File: src/rtl/alu_pkg.sv
// alu_pkg: op codes, control width and flag bit positions shared by the ALU pipeline.
package alu_pkg;
  localparam int ALU_CTRL_WIDTH = 4;
  localparam logic [ALU_CTRL_WIDTH-1:0] ALU_ID0 = 4'd0;
  localparam logic [ALU_CTRL_WIDTH-1:0] ALU_ADD = 4'd1;
  localparam logic [ALU_CTRL_WIDTH-1:0] ALU_SUB = 4'd2;
  localparam logic [ALU_CTRL_WIDTH-1:0] ALU_EQ  = 4'd3;
  localparam logic [ALU_CTRL_WIDTH-1:0] ALU_LT  = 4'd4;
  localparam logic [ALU_CTRL_WIDTH-1:0] ALU_GE  = 4'd5;
  localparam logic [ALU_CTRL_WIDTH-1:0] ALU_ID1 = 4'd6;
  localparam logic [ALU_CTRL_WIDTH-1:0] ALU_AND = 4'd7;
  localparam logic [ALU_CTRL_WIDTH-1:0] ALU_OR  = 4'd8;
  localparam logic [ALU_CTRL_WIDTH-1:0] ALU_XOR = 4'd9;
  localparam logic [ALU_CTRL_WIDTH-1:0] ALU_SHL = 4'd10;
  localparam logic [ALU_CTRL_WIDTH-1:0] ALU_SHR = 4'd11;
  localparam logic [ALU_CTRL_WIDTH-1:0] ALU_SRA = 4'd12;
  localparam logic [ALU_CTRL_WIDTH-1:0] ALU_LTU = 4'd13;
  localparam int FLAG_ZERO  = 0;
  localparam int FLAG_NEG   = 1;
  localparam int FLAG_OFLOW = 2;
endpackage

File: src/rtl/alu_pipe_stage.sv
// alu_pipe_stage: one {valid, data} pipeline register with synchronous reset.
module alu_pipe_stage #(
  parameter int W = 8
) (
  input  logic         clk,
  input  logic         rst,
  input  logic         valid_i,
  input  logic [W-1:0] data_i,
  output logic         valid_o,
  output logic [W-1:0] data_o
);
  logic         valid_q;
  logic [W-1:0] data_q;
  always_ff @(posedge clk) begin
    if (rst) begin
      valid_q <= 1'b0;
      data_q  <= '0;
    end else begin
      valid_q <= valid_i;
      data_q  <= data_i;
    end
  end
  assign valid_o = valid_q;
  assign data_o  = data_q;
endmodule

File: src/rtl/alu_pipe.sv
// alu_pipe: pipelined ALU with valid, status flags and optional sticky overflow.
// Define ALU_STICKY_OFLOW_EN to enable the sticky_oflow latch.
module alu_pipe
  import alu_pkg::*;
#(
  parameter int DATA_WIDTH  = 32,
  parameter int PIPE_STAGES = 2
) (
  input  logic                      clk,
  input  logic                      rst,
  input  logic                      in_valid,
  input  logic [ALU_CTRL_WIDTH-1:0] ctrl,
  input  logic [DATA_WIDTH-1:0]     in0,
  input  logic [DATA_WIDTH-1:0]     in1,
  output logic                      out_valid,
  output logic [DATA_WIDTH-1:0]     out,
  output logic [2:0]                flags,
  input  logic                      clr_sticky,
  output logic                      sticky_oflow
);
  localparam int SW = $clog2(DATA_WIDTH);
  localparam int PW = DATA_WIDTH + 3;
  localparam int M  = DATA_WIDTH - 1;
  logic                      valid_q, rst_q;
  logic [ALU_CTRL_WIDTH-1:0] ctrl_q;
  logic [DATA_WIDTH-1:0]     a_q, b_q;
  always_ff @(posedge clk) begin
    if (rst) begin
      valid_q <= 1'b0;
      rst_q   <= 1'b1;
      ctrl_q  <= '0;
      a_q     <= '0;
      b_q     <= '0;
    end else begin
      valid_q <= in_valid;
      rst_q   <= 1'b0;
      ctrl_q  <= ctrl;
      a_q     <= in0;
      b_q     <= in1;
    end
  end
  logic [DATA_WIDTH-1:0] sum, diff, res;
  logic [SW-1:0]         sh;
  logic                  add_ov, sub_ov, lt, ovf;
  logic [2:0]            fl;
  assign sum    = a_q + b_q;
  assign diff   = a_q - b_q;
  assign sh     = b_q[SW-1:0];
  assign add_ov = (a_q[M] == b_q[M]) && (sum[M] != a_q[M]);
  assign sub_ov = (a_q[M] != b_q[M]) && (diff[M] != a_q[M]);
  assign lt     = diff[M] ^ sub_ov;
  assign ovf    = (ctrl_q == ALU_ADD && add_ov) || (ctrl_q == ALU_SUB && sub_ov);
  always_comb begin
    res = '0;
    case (ctrl_q)
      ALU_ID0: res = a_q;
      ALU_ADD: res = sum;
      ALU_SUB: res = diff;
      ALU_EQ:  res[0] = a_q == b_q;
      ALU_LT:  res[0] = lt;
      ALU_GE:  res[0] = !lt;
      ALU_ID1: res = b_q;
      ALU_AND: res = a_q & b_q;
      ALU_OR:  res = a_q | b_q;
      ALU_XOR: res = a_q ^ b_q;
      ALU_SHL: res = a_q << sh;
      ALU_SHR: res = a_q >> sh;
      ALU_SRA: res = $unsigned($signed(a_q) >>> sh);
      ALU_LTU: res[0] = a_q < b_q;
      default: res = '0;
    endcase
  end
  // Flags are held at 0 for the cycle after reset so a 1-stage pipe reports 0 too.
  always_comb begin
    fl = '0;
    fl[FLAG_OFLOW] = !rst_q && ovf;
    fl[FLAG_NEG]   = !rst_q && res[M];
    fl[FLAG_ZERO]  = !rst_q && (res == '0);
  end
  logic          v [PIPE_STAGES];
  logic [PW-1:0] d [PIPE_STAGES];
  assign v[0] = valid_q;
  assign d[0] = {fl, res};
  for (genvar i = 1; i < PIPE_STAGES; i++) begin : g_stage
    alu_pipe_stage #(.W(PW)) u_stage (
      .clk    (clk),
      .rst    (rst),
      .valid_i(v[i-1]),
      .data_i (d[i-1]),
      .valid_o(v[i]),
      .data_o (d[i])
    );
  end
  assign out_valid    = v[PIPE_STAGES-1];
  assign {flags, out} = d[PIPE_STAGES-1];
`ifdef ALU_STICKY_OFLOW_EN
  logic sticky_q;
  always_ff @(posedge clk) begin
    if (rst) sticky_q <= 1'b0;
    else if (out_valid && flags[FLAG_OFLOW]) sticky_q <= 1'b1;
    else if (clr_sticky) sticky_q <= 1'b0;
  end
  assign sticky_oflow = sticky_q;
`else
  assign sticky_oflow = clr_sticky & 1'b0;
`endif
endmodule

File: config.mk
export PLATFORM = sky130hd
export DESIGN_NAME = alu_pipe
export DESIGN_NICKNAME = d
export VERILOG_FILES = /design/src/rtl/alu_pkg.sv /design/src/rtl/alu_pipe_stage.sv /design/src/rtl/alu_pipe.sv
export SDC_FILE = /design/constraint.sdc
export NUM_CORES = 1
export LEC_CHECK = 0
export CORE_ASPECT_RATIO = 1.1
export CORE_MARGIN = 3
export CORE_UTILIZATION = 45
export DETAILED_ROUTE_END_ITERATION = 10
export SETUP_SLACK_MARGIN = 0.4
export SLEW_MARGIN = 20
export SYNTH_ARGS = -nofsm -noshare
export SYNTH_HDL_FRONTEND = slang
export SYNTH_SLANG_ARGS = --single-unit
File: constraint.sdc
create_clock -name clk -period 12.7 [get_ports clk]
set_clock_uncertainty 0.05 [all_clocks]
set_input_delay 3.81 -clock clk [delete_from_list [all_inputs] [get_ports clk]]
set_output_delay 3.81 -clock clk [all_outputs]
set_load 0.01 [all_outputs]
==> flow_metrics.tcl <==
set metrics [dict create \
    combPwrFrac 0.439 \
    grt_max_degree 67 \
    syn_area_per_cell_um2 7.78 \
    cp_max_fo 29 \
    synth_edf_count 0 \
    clock_path_buffers 2 \
    min_delay_path_depth 1 \
    syn_to_final_growth_pct 9.56 \
    dr.pass1.iters 6 \
    arrival_ns 8.33 \
    crit_required_ns 12.97 \
    drt_iter0_markers 2012 \
    top_layer_used "met5" \
    route.detailed.drc 0 \
    grt-ovfl-total 0 \
    start_util 0.458 \
    n_fill_cell 2916 \
    grt_first_pass_wirelength_mm 88.7 \
    p_int_mw 0.719 \
    max_freq_mhz 124 \
    crit_path_start_kind "flip-flop" \
    power.density_nw_per_um2 83.0 \
    final_nets 1902 \
    slew_viol_final 2 \
    ys_seq_area_frac 0.156 \
    synth-main-ff-cell "dfxtp_1" \
    cts_buffers 9 \
    ios 109 \
    swShare 0.418 \
    relSlewSlack -0.0643 \
    status "finished, violations left" \
    post-route-period-util 0.635 \
    cts.reportedPaths.clkPinSlew_ns 0.10 \
    core-area_um2 29600 \
    cts-resized-gates 0 \
    p_leak_nw 5.72 \
    r2r_start "b_q[1]" \
    antenna_cells 0 \
    wl_met2_mm 27.6 \
    port_buffers 106 \
    violations "max-capacitance violations, max-slew violations" \
    via_per_inst 6.89 \
    worstMarginPinSlew_ns 1.56 \
    cts_hold_buf 0 \
    synthDistinctLibCells 94 \
    antenna_left 0 \
    clock-sinks 106 \
    gp_congestion 1.07 \
    ys.warnings.count 0 \
    timing.final.ws_setup_ns 4.64 \
    grt.total_usage 0.368 \
    r2r_slack_ns 4.64 \
    crit_type "flip-flop to flip-flop" \
    design_area_um2 14900 \
    wl_met3_mm 5.79 \
    antenna_found_initial 1 \
    maxCapViolations 1 \
    wirelength_mm 61.2 \
    detail_route.wl_per_cell_um 29.1 \
    synth_area_um2 13600 \
    hold_path.class "flip-flop to flip-flop" \
    dieWidth_um 172 \
    fin_setup_tns_ns 0 \
    synth_cells 1748 \
    finalSetupViolCount 0 \
    grt_pass1_vias 13300 \
    r2r-end "g_stage[1].u_stage.data_o[32]" \
    die_area_um2 32300 \
    rsz0062_at_grt "no" \
    synth_nets 1929 \
    m1WireLength_mm 24.2 \
    p_switching_mw 0.517 \
    crit_path_end_kind "flip-flop" \
    drive_gt1_frac 0.105 \
    hp-start "valid_q" \
    dp_slack_ns 5.20 \
    clock_latency_ns 0.41 \
    async_flop_share 0 \
    hold_viol 0 \
    num_vias 14500 \
    worstRegToRegCells 22 \
    h-tree-depth 3 \
    rows 66 \
    die_y_um 188 \
    post-cts-setup-buffer-count 0 \
    cts_tree "yes" \
    hold_path_end "g_stage[1].u_stage.valid_o" \
    ys_ff_latch 106 \
    power_frac_seq 0.309 \
    irDropWorstVdd_mv 0.0593 \
    place_hpwl_mm 45.5 \
    dpl-instance-area_um2 14600 \
    pwr-share-clk 0.252 \
    cts_root_buf "clkbuf_16" \
    layout_min_cycle_time_ns 8.06 \
]
## synthesized netlist by cell type (22+ instances only)
library cell	instances	area, um^2
nand2_1	123	462
buf_2	42	210
nor2_1	124	465
dfxtp_1	106	2120
buf_4	42	315
o211ai_1	33	248
nor2b_1	100	626
nor4_1	22	138
mux2_2	39	439
nand3_1	29	145
o21ai_0	69	345
mux4_2	35	788
inv_1	100	375
o22ai_1	35	219
a21oi_1	105	526
nor3_1	38	190
ha_1	106	1330
clkbuf_1	93	349
mux2i_1	81	811
## placed cells by master (no fill, tap or decap), types with 7 or more instances in the layout
cell type        instances
nor2_1                 124
nand2_1                123
ha_1                   106
a21oi_1                105
clkdlybuf4s50_1        105
dfxtp_1                101
inv_1                  100
nor2b_1                100
mux2i_1                 81
o21ai_0                 69
buf_4                   47
mux2_2                  39
nor3_1                  38
o22ai_1                 35
mux4_2                  35
o211ai_1                33
nand3_1                 29
nor4_1                  21
a22oi_1                 21
nand4_1                 20
a211oi_1                20
a221oi_1                19
xnor2_1                 18
nand2b_1                17
o31ai_1                 16
a221o_1                 15
o221ai_1                15
a21o_1                  14
a31oi_1                 14
o2111ai_1               12
or2_2                   11
o21bai_1                10
a22o_1                   9
and3_1                   9
a2111oi_0                9
clkbuf_16                9
a211o_1                  7
a21boi_0                 7
o21a_1                   7
## registers in the layout (all words and copies together), names as in the netlist
signal and count:
rst_q 1, a_q 32, b_q 32, g_stage.u_stage.valid_o 1, g_stage.u_stage.data_o 35, ctrl_q 4
valid_q 1
## per-layer routing
metal / vias up / global-route usage
li1: 6399 / -
met1: 6939 / 0.473
met2: 916 / 0.580
met3: 213 / 0.0755
met4: 2 / 0.191
met5: - / 0
## area by class of cell
class,count,area (um^2),share of cell area
multi-input cells,1349,10200,0.684
flip-flops and latches,106,2130,0.143
repair buffers,152,1400,0.0943
well taps,374,468,0.0314
inverters,103,387,0.0260
clock buffers,9,225,0.0151
clock inverters,7,87.6,0.00588
## kinds of logic (layout without fill, tap and decap cells)
kind of cell	after synthesis	after routing	synth area share
and+or+nand+nor	543	543	0.207
buffers and inverters	293	271	0.0988
AOI/OAI and AO/OA	518	518	0.271
muxes	158	158	0.153
DFF	106	106	0.156
adders and majority gates	109	109	0.102
xor gates and xnor gates	20	20	0.0129
other	1	1	0.000276
## worst max path at each step
stage	startpoint	to	slack (ns)	depth (start not counted)
2_1_floorplan	b_q[2]	g_stage[1].u_stage.data_o[32]	7.29	27
3_3_place_gp	b_q[1]	g_stage[1].u_stage.data_o[32]	5.23	22
3_5_place_dp	b_q[1]	g_stage[1].u_stage.data_o[32]	5.20	22
4_1_cts	b_q[1]	g_stage[1].u_stage.data_o[32]	5.12	22
5_1_grt	b_q[1]	g_stage[1].u_stage.data_o[32]	4.71	22
6_report	b_q[1]	g_stage[1].u_stage.data_o[32]	4.64	22
## worst max-delay path: stages, from the launching register on
cell and delay [ns]:
dfxtp_4 0.64, clkinv_1 0.76, ha_1 0.64, or2_1 0.27
a211o_1 0.27, a22o_1 0.29, o2111a_1 0.37, o41a_1 0.50
o21ai_1 0.29, a221o_1 0.25, a21oi_1 0.12, o21ai_0 0.22
fa_1 0.35, nor2_1 0.06, o21ai_0 0.17, a21oi_1 0.08
a2111oi_0 1.22, o211ai_1 0.32, nor4_1 0.29, and4_1 0.24
nand4_1 0.09, nor4bb_1 0.27, and4_1 0.21
## through the flow
step,hold WS [ns],power [mW],instances,utilization
3_3_place_gp,0.367,0.910,2084,0.491
3_5_place_dp,0.373,0.912,2084,0.492
2_1_floorplan,0.352,0.729,1748,-
4_1_cts,0.384,1.22,2100,0.502
5_1_grt,0.406,1.28,2100,0.502
6_report,0.397,1.24,2100,0.502
## power by group through the flow
stage | registers [mW] | logic (mW) | clock network (mW)
floorplan | 0.375 | 0.354 | 0
global placement | 0.389 | 0.521 | 0
detailed placement | 0.389 | 0.523 | 0
CTS | 0.381 | 0.525 | 0.317
global route | 0.384 | 0.572 | 0.328
finish | 0.382 | 0.543 | 0.311
(Power assumes the default switching activity.)
